[src/rtl/edge_detect_multi.sv]
// edge_detect_multi: multi-channel, runtime-configurable edge detector for
// asynchronous inputs (buttons, external strobes, status lines).
//
// Each channel runs its raw input through a SYNC_STAGES-deep synchroniser and
// a debounce filter. The filter accepts a new level only after the
// synchronised input has differed from the current level for L+1
// consecutive cycles, where L = filt_len_i.
//
// Accepted level changes ("updates") can raise a one-cycle pulse, selected
// per channel by the edge mode. A pulse also sets a sticky pending flag,
// which is cleared by writing 1 to clr_i.
//
// Ports:
//   clk         clock
//   rst         asynchronous, active-high reset
//   in_i        [CH]       raw asynchronous inputs
//   mode_i      [2*CH]     per channel [2i+1:2i]: 00 off, 01 rise, 10 fall, 11 both
//   filt_len_i  [FILT_W]   debounce length L, shared by all channels
//   clr_i       [CH]       write-1-to-clear for pending, level-sensitive
//   level_o     [CH]       filtered, debounced level
//   pulse_o     [CH]       one-cycle edge pulse
//   pending_o   [CH]       sticky edge-event flags
//   irq_o                  OR of all pending bits
module edge_detect_multi #(
  parameter int unsigned CH          = 8,
  parameter int unsigned SYNC_STAGES = 2,
  parameter int unsigned FILT_W      = 4
) (
  input  logic                clk,
  input  logic                rst,
  input  logic [CH-1:0]       in_i,
  input  logic [2*CH-1:0]     mode_i,
  input  logic [FILT_W-1:0]   filt_len_i,
  input  logic [CH-1:0]       clr_i,
  output logic [CH-1:0]       level_o,
  output logic [CH-1:0]       pulse_o,
  output logic [CH-1:0]       pending_o,
  output logic                irq_o
);

  // Synchroniser chain; index 0 samples the raw input, the last stage is
  // the clean signal seen by the filter.
  logic [SYNC_STAGES-1:0][CH-1:0] sync_q;
  logic [CH-1:0]                  sync_s;

  // Debounce state.
  logic [CH-1:0][FILT_W-1:0]      cnt_q,     cnt_d;
  logic [CH-1:0]                  level_q,   level_d;

  // Event outputs.
  logic [CH-1:0]                  pulse_q,   pulse_d;
  logic [CH-1:0]                  pending_q, pending_d;
  logic                           irq_q,     irq_d;

  // Per-channel filter acceptance strobe for the current cycle.
  logic [CH-1:0]                  update;

  assign sync_s = sync_q[SYNC_STAGES-1];

  // Synchroniser shift register.
  always_ff @(posedge clk or posedge rst) begin
    if (rst) begin
      sync_q <= '0;
    end else begin
      sync_q <= {sync_q[SYNC_STAGES-2:0], in_i};
    end
  end

  // Debounce filter, pulse generation and pending/irq next state.
  // The >= compare means a filt_len_i lowered below an in-flight count
  // completes on the very next cycle rather than stranding the counter.
  always_comb begin
    cnt_d   = cnt_q;
    level_d = level_q;
    update  = '0;
    pulse_d = '0;

    for (int unsigned i = 0; i < CH; i++) begin
      if (sync_s[i] == level_q[i]) begin
        cnt_d[i] = '0;
      end else if (cnt_q[i] >= filt_len_i) begin
        level_d[i] = sync_s[i];
        cnt_d[i]   = '0;
        update[i]  = 1'b1;
      end else begin
        cnt_d[i] = cnt_q[i] + FILT_W'(1);
      end

      // The new level tells the edge direction: 1 = rising, 0 = falling.
      pulse_d[i] = update[i] &
                   ((sync_s[i] & mode_i[2*i]) | (~sync_s[i] & mode_i[2*i+1]));
    end

    // Set has priority over a simultaneous clear.
    pending_d = (pending_q & ~clr_i) | pulse_d;
    irq_d     = |pending_d;
  end

  // Filter and event state registers.
  always_ff @(posedge clk or posedge rst) begin
    if (rst) begin
      cnt_q     <= '0;
      level_q   <= '0;
      pulse_q   <= '0;
      pending_q <= '0;
      irq_q     <= 1'b0;
    end else begin
      cnt_q     <= cnt_d;
      level_q   <= level_d;
      pulse_q   <= pulse_d;
      pending_q <= pending_d;
      irq_q     <= irq_d;
    end
  end

  assign level_o   = level_q;
  assign pulse_o   = pulse_q;
  assign pending_o = pending_q;
  assign irq_o     = irq_q;

endmodule

[config.mk]
export PLATFORM = sky130hd
export DESIGN_NAME = edge_detect_multi
export DESIGN_NICKNAME = d
export VERILOG_FILES = /design/src/rtl/edge_detect_multi.sv
export SDC_FILE = /design/constraint.sdc
export NUM_CORES = 1
export LEC_CHECK = 0
export CORE_ASPECT_RATIO = 0.9
export CORE_MARGIN = 2
export CORE_UTILIZATION = 42
export DETAILED_ROUTE_END_ITERATION = 7
export PLACE_DENSITY = 0.69
export RECOVER_POWER = 25
export SYNTH_ARGS = -nofsm -noshare
export SYNTH_HDL_FRONTEND = slang
export SYNTH_SLANG_ARGS = --single-unit
[constraint.sdc]
create_clock -name clk -period 2.9 [get_ports clk]
set_clock_uncertainty 0.2 [all_clocks]
set_input_delay 0.29 -clock clk [delete_from_list [all_inputs] [get_ports clk]]
set_output_delay 0.29 -clock clk [all_outputs]
set_load 0.01 [all_outputs]
Word level (Yosys, flattened, before mapping) --
Index checks and enable logic that the tools add are counted.
Storage, ports and cells: flip-flop bits (word level) 73, output and inout port bits 25
Cells by class: add/sub/neg operators 8, order comparisons 8, eq/ne operators 8, muxes and demuxes 32, bitwise operators 51, reduce and logical (&&, ||, !) cells 9
Operator list (count):
- two-way mux 4 bit | 16
- adder 4 x 1 -> 4 bit, second input constant | 8
- greater-or-equal comparator 4 bit | 8
- AND 1 bit | 24
- two-way mux 1 bit | 16
- inverter 1 bit | 16
- AND reduction 2 bit | 8
- AND 8 bit | 1
- == test 1 bit | 8
- inverter 8 bit | 1
- bitwise OR 1 bit | 8
- bitwise OR 8 bit | 1
- OR reduction 8 bit | 1

Depth between registers and ports, before layout --
Gate-level depths: netlist (run 1).
word-level depth 6, gate-level depth with buffers 7

Worst setup path before layout (run 1) --
OpenSTA, ideal clock, no wires.
path kind reg-to-reg, start reg cnt_q[8] (netlist name), end reg irq_q (netlist: irq_o), setup time 0.139 ns, arrival time 2.222 ns, slack 0.339 ns, stages on the path, launching flop included 8, buffers on the path 0, period minus slack after synthesis 2.561 ns, cells stage by stage dfrtp_1 inv_1 ha_1 nand2b_4 a2111oi_4 o32ai_1 or4_1 or4b_1
Between the ends: cells in the longest elaborated chain, start to end 6
RTL lines:
- from (decl) | line 47 | logic [CH-1:0][FILT_W-1:0] cnt_q, cnt_d;
- from (signal assigned) | line 108 | cnt_q <= cnt_d;
- greater-or-equal comparator 4 bit | line 81 | end else if (cnt_q[i] >= filt_len_i) begin
- two-way mux 1 bit | line 81
- two-way mux 1 bit | line 79 | if (sync_s[i] == level_q[i]) begin
- AND 1 bit | line 90 | pulse_d[i] = update[i] &
- bitwise OR 8 bit | line 95 | pending_d = (pending_q & ~clr_i) | pulse_d;
- named net pending_d[2] | line 52 | logic [CH-1:0] pending_q, pending_d;
- OR reduction 8 bit | line 96 | irq_d = |pending_d;
- named net irq_d | line 53 | logic irq_q, irq_d;
- to (signal assigned) | line 112 | irq_q <= irq_d;
- to (decl) | line 53
The timed path passes the listed nets, and every way through them passes these cells. A chain may end at the register's enable or synchronous reset.

Worst setup path after layout (run 1) --
start in filt_len_i[0], end reg irq_q (netlist: irq_o)
Between the ends: cells in the longest elaborated chain, start to end 6, elaborated cells on any way between the ends 34, those cells by class 8 x order compare; 16 x mux; 9 x bitwise; 1 x reduce/logical
RTL lines:
- from (decl) | line 33 | input logic [FILT_W-1:0] filt_len_i,
- greater-or-equal comparator 4 bit | line 81
- two-way mux 1 bit | line 81
- two-way mux 1 bit | line 79
- AND 1 bit | line 90
- bitwise OR 8 bit | line 95
- named net pending_d[2] | line 52
- OR reduction 8 bit | line 96
- named net irq_d | line 53
The timed path passes the listed nets, and every way through them passes these cells.

==> results of run 1 <==
Yosys cell counts, types with 3 or more instances:
library cell,count,share of area [%]
nand3_1,8,1.1
dfrtp_1,73,52
mux2_2,8,2.6
o21a_1,8,1.7
xnor2_1,8,2.0
o21ai_0,8,1.1
inv_1,30,3.2
ha_1,40,14
xor2_1,8,2.0
a2111oi_4,3,2.4
o32ai_1,6,1.5
nand2b_1,3,0.54
nor2b_1,16,2.9
nor2_1,47,5.1
or2_2,6,1.1
nand2b_4,3,1.2
a22oi_1,8,1.7
layout make-up:
class,count,area share (%)
tap,99,2.72
timing repair buffer,73,15.7
clock inverter,5,1.78
sequential,73,40.1
clock buffer,10,2.80
inverter,30,2.47
multi-input combinational,195,34.4
power by group:
part / total (mW) / switching [mW] / internal, mW
logic: 1.31 / 0.581 / 0.725
clock network: 0.839 / 0.359 / 0.480
registers: 1.46 / 0.207 / 1.25
total: 3.61 / 1.15 / 2.46
registers in the layout (all words and copies together) (netlist names):
signal     count
sync_q         8
pulse_o        8
sync_s         8
pending_o      8
irq_o          1
cnt_q         32
level_o        8
critical path: cells and delay by family:
| family | cells | cell delay, ns |
|---|---|---|
| buf+inv | 2 | 0.63 |
| simple gates | 3 | 1.15 |
| fa+ha+maj | 1 | 0.23 |
| compound gates | 2 | 0.49 |
through the flow:
stage | total power, mW | hold slack, ns | setup TNS, ns
3_3_place_gp | 2.72 | 0.133 | -0.231
6_report | 3.61 | 0.147 | 0
3_5_place_dp | 2.78 | 0.136 | -0.389
2_1_floorplan | 2.28 | 0.121 | 0
4_1_cts | 3.64 | 0.150 | 0
5_1_grt | 3.88 | 0.159 | 0
kinds of logic (layout without fill, tap and decap cells):
group                    Yosys count  after routing  synth area share (%)
AND/OR/NAND/NOR                   87             87                  12.7
adder cells (fa/ha/maj)           40             40                  14.3
AO/OA/AOI/OAI                     44             44                  10.8
buffers and inverters             30            118                  3.23
flip-flops                        73             73                  52.3
XOR/XNOR                          16             16                  4.02
multiplexers                       8              8                  2.58
routing by layer:
metal | vias up | share of wire [%] | track usage, %
li1 | 1181 | - | -
met1 | 1106 | 48 | 21.0
met2 | 45 | 46 | 24.8
met3 | 9 | 4.6 | 4.41
met4 | 0 | 1.3 | 5.25
met5 | - | 0 | 0
worst paths after layout:
path | depth (start not counted) | slack, ns | to | startpoint
max in group asynchronous | 3 | 0.69 | cnt_q[17] | rst
worst max register to register | 7 | 0.20 | irq_o | cnt_q[8]
min in group asynchronous | 3 | 0.80 | pulse_o[0] | rst
worst max-delay path | 8 | 0.12 | irq_o | filt_len_i[0]
worst min register to register | 0 | 0.15 | sync_s[6] | sync_q[6]
worst min-delay path | 0 | 0.15 | sync_s[6] | sync_q[6]
==> results.toml, run 1 <==
[run_status]
outcome = "complete, but fails checks"
failed_checks = "max-capacitance violations, max-slew violations"

[cells_and_area]
final_common_cell = "dfrtp_1"
nets = 460
final_cell_mix = "73 x dfrtp_1, 53 x clkdlybuf4s50_1, 47 x nor2_1, 40 x ha_1, 29 x inv_1"
num_antenna_cells = 0
nFillCells = 691
fin_cells = 485
multiInputGateArea_sq_um = 1570
area_growth_pct = 30.6
drive_gt1_share_pct = 11.9
regArea_sq_um = 1830
final_util_pct = 56.5
final_area_sq_um = 4560

[floorplanning]
dieArea_sq_um = 9050
pin_count = 63
rows = 31
design.core.area_sq_um = 8070
die_width_microns = 100
initial_core_util_pct = 43.3
die_h_microns = 90.5

[sta]
slew-limit-headroom_pct = -15.2
report.final.slew_viol_count = 74
hold_violations = 0
worst_pin_slew_ns = 1.73
period_share_pct = 96.0
max_freq_ghz = 0.359
rsz0062_at_grt = "no"
finalCriticalPeriod_ns = 2.78
finalSetupViolCount = 0
fin_ws_ns = 0.117

[route]
wl_per_cell_microns = 13.2
drc = 0
wirelength_microns = 6380
drt-initial-drc-count = 42
routed_via_density = 4.83
dr.pass1.iters = 4
vias = 2341
ant_nets = 0

[yosys]
synth_edf_count = 0
syn_area_per_cell_sq_um = 11.7
synth_top_flop_cell = "dfrtp_1"
synthesis.nets = 376
seq_area_frac_synth_pct = 52.3
async_flop_share_pct = 100
synth_seq_cells = 73
synth_cell_type_count = 26
yosys_warnings = 0
synthCells = 298
syn_area_sq_um = 3490

[global_route]
gr-total-overflow = 0
grt_usage_pct = 15.8
grt_max_degree = 74
grt_pass1_vias = 2412
grt_pass1_wl_microns = 11300
antenna_found_initial = 0

[worst_setup_path]
end_kind = "flop"
cp_slowest_cell = "or4_1"
arrival_ns = 2.79
slowest_delay_ns = 0.54
setup.worst_path.class = "input port to flop"
cp_max_fo = 8
crit_path_start_kind = "input port"
required_ns = 2.91
path_cells = "clkdlybuf4s50_1 -> buf_6 -> ha_1 -> nand2b_4 -> a2111oi_4 -> o32ai_1 -> or4_1 -> or4b_1"

[clocking]
hold_buffers = 0
post_cts_resize_count = 1
post_cts_buffers = 0
htreeDepth = 3
root_buffer = "clkbuf_8"
insertion_delay_ns = 0.34
tritoncts = "done"
clock_path_buffers = 2
clkTransAtPathRegs_ns = 0.08
cts_sinks = 73
cts_buffers = 9

[power]
power_density_nw_per_um2 = 791
worst_ir_drop_vdd_v = 0.000380
p_leak_nw = 2.13

[place]
dpl.cell_count = 470
portBuffers = 62
place.detailed.hpwl_microns = 4790
gp_congestion = 0.782
dpl_cell_area_sq_um = 4340
place_ws_ns = -0.389

[flow_run]
drv_cap = 1

[min_path]
hp-class = "flop to flop"
Note: power is estimated with default switching activity, not from simulation.
==> run 2, diff against run 1 <==
- CTS_CLUSTER_SIZE: default -> 40
- SETUP_SLACK_MARGIN: default -> 0.2
==> results.toml, run 2 (synthesized netlist as in run 1, its figures left out) <==
[cells_and_area]
nets = 465
largest_reg_flops = 32
top_register = "cnt_q"
drive_gt1_share_pct = 15.3
num_antenna_cells = 0
final_cell_mix = "73 x dfrtp_1, 52 x clkdlybuf4s50_1, 47 x nor2_1, 37 x ha_1, 27 x inv_1"
final_common_cell = "dfrtp_1"
area_growth_pct = 33.6

[global_route]
grt_usage_pct = 16.1
grt_pass1_wl_microns = 11500
grt_pass1_vias = 2429
antenna_found_initial = 0
grt_max_degree = 74
gr-total-overflow = 0

[sta]
report.final.slew_viol_count = 74
hold_ws_ns = 0.146
period_share_pct = 92.0
finalCriticalPeriod_ns = 2.67
hold_violations = 0
fin_ws_ns = 0.231
max_freq_ghz = 0.375
worst_pin_slew_ns = 1.73
slew-limit-headroom_pct = -15.6
finalSetupViolCount = 0
rsz0062_at_grt = "yes"

[floorplanning]
initial_core_util_pct = 43.3
pin_count = 63
design.core.area_sq_um = 8070
dieArea_sq_um = 9050
die_width_microns = 100
rows = 31
die_h_microns = 90.5

[power]
power_frac_comb_pct = 37.9
power_density_nw_per_um2 = 798
pwr-share-clk_pct = 22.7
power_frac_seq_pct = 39.4
worst_ir_drop_vdd_v = 0.000383
power.switching_mw = 1.19
p_leak_nw = 2.16
internal-power_mw = 2.53
switching_share_pct = 32.0

[route]
dr_wl_met3_microns = 281
met2_length_microns = 3040
top_layer_used = "met4"
vias = 2375
wirelength_microns = 6510
drc = 0
wl_met1_microns = 3080
routed_via_density = 4.85
drt-initial-drc-count = 56
ant_nets = 0
dr.pass1.iters = 4
wl_per_cell_microns = 13.3

[clocking]
insertion_delay_ns = 0.34
cts_sinks = 73
clock_path_buffers = 2
htreeDepth = 3
cts_buffers = 9
hold_buffers = 0
clkTransAtPathRegs_ns = 0.08
tritoncts = "done"
root_buffer = "clkbuf_8"

[place]
portBuffers = 62
place_ws_ns = -0.389
place.detailed.hpwl_microns = 4790
gp_congestion = 0.782

[worst_setup_path]
worst-r2r-cell-count = 7
cp.depth = 7
cp-startpoint = "filt_len_i[1]"
worst-path-buf-inv = 2
setup.worst_path.class = "input port to flop"
end_kind = "flop"
cp-endpoint = "irq_o"
cp_max_fo = 5
slowest_delay_ns = 0.54
crit_path_start_kind = "input port"
cp_slowest_cell = "or4_1"
r2r-start = "cnt_q[0]"
reg2reg_slack_ns = 0.25
crit_family = "simple AND/OR/NAND/NOR gates"
path_cells = "clkdlybuf4s50_1 -> inv_2 -> ha_4 -> a2111oi_4 -> o32ai_2 -> or4_1 -> or4b_1"
arrival_ns = 2.68
r2r_end = "irq_o"
required_ns = 2.91

[run_status]
outcome = "complete, but fails checks"
failed_checks = "max-capacitance violations, max-slew violations"

[min_path]
hp-class = "flop to flop"

[flow_run]
drv_cap = 1
[run 2: cell types whose count changed in the layout (fill, tap and decap cells not counted), sizes merged]
| cell | delta |
|---|---|
| buf | +5 |
| clkdlybuf4s50 | -1 |
| dlygate4sd2 | +1 |
[run 2: worst min path at each step]
stage / from / endpoint / slack, ns / cells after the start
after CTS: rst / sync_s[0] / 0.15 / 3
after global routing: sync_q[6] / sync_s[6] / 0.16 / 0
after global placement: sync_q[6] / sync_s[6] / 0.13 / 0
after floorplan: in_i[0] / sync_q[0] / 0.12 / 0
after detailed placement: sync_q[6] / sync_s[6] / 0.14 / 0
final: sync_q[6] / sync_s[6] / 0.15 / 0
[run 2: through the flow]
| stage | TNS, ns | cells | power (mW) | util, % | instance area (sq um) |
|---|---|---|---|---|---|
| after floorplan | 0 | 298 | 2.28 | - | 3490 |
| after global placement | -0.231 | 470 | 2.72 | 53.8 | 4340 |
| after detailed placement | -0.389 | 470 | 2.78 | 53.8 | 4340 |
| after CTS | 0 | 486 | 3.72 | 57.6 | 4650 |
| after global routing | 0 | 490 | 4.00 | 57.8 | 4660 |
| final | 0 | 490 | 3.72 | 57.8 | 4660 |
[run 2: final cells by class]
type | instances | area, sq um
multi-input combinational | 195 | 1640
tap | 99 | 124
clock buffer | 10 | 128
inverter | 30 | 113
timing repair buffer | 78 | 753
sequential | 73 | 1830
fill | 680 | 3410
clock inverter | 5 | 81.3
[run 2: worst reg2reg max path, stage by stage, from the launching register on]
cell and delay (ns):
dfrtp_1 0.39, inv_1 0.06, ha_1 0.26, nand2b_4 0.15
a2111oi_4 0.33, o32ai_2 0.14, or4_1 0.54, or4b_1 0.47
[run 2: power by group through the flow]
stage	logic [mW]	registers [mW]	clock network [mW]
after floorplan	0.810	1.47	0
after global placement	1.25	1.47	0
after detailed placement	1.29	1.48	0
after CTS	1.38	1.47	0.869
after global routing	1.58	1.50	0.917
final	1.41	1.46	0.843
[run 2: metal layers]
metal	up-vias	global-route usage, %
met5	-	0
met4	0	5.14
met3	11	4.41
met2	45	25.4
met1	1124	21.6
li1	1195	-
[run 2: repair_timing]
item	in CTS	in global routing
pin swaps	8	0
setup buffers	1	4
setup endpoints to repair	1	1
gates resized for setup	12	1
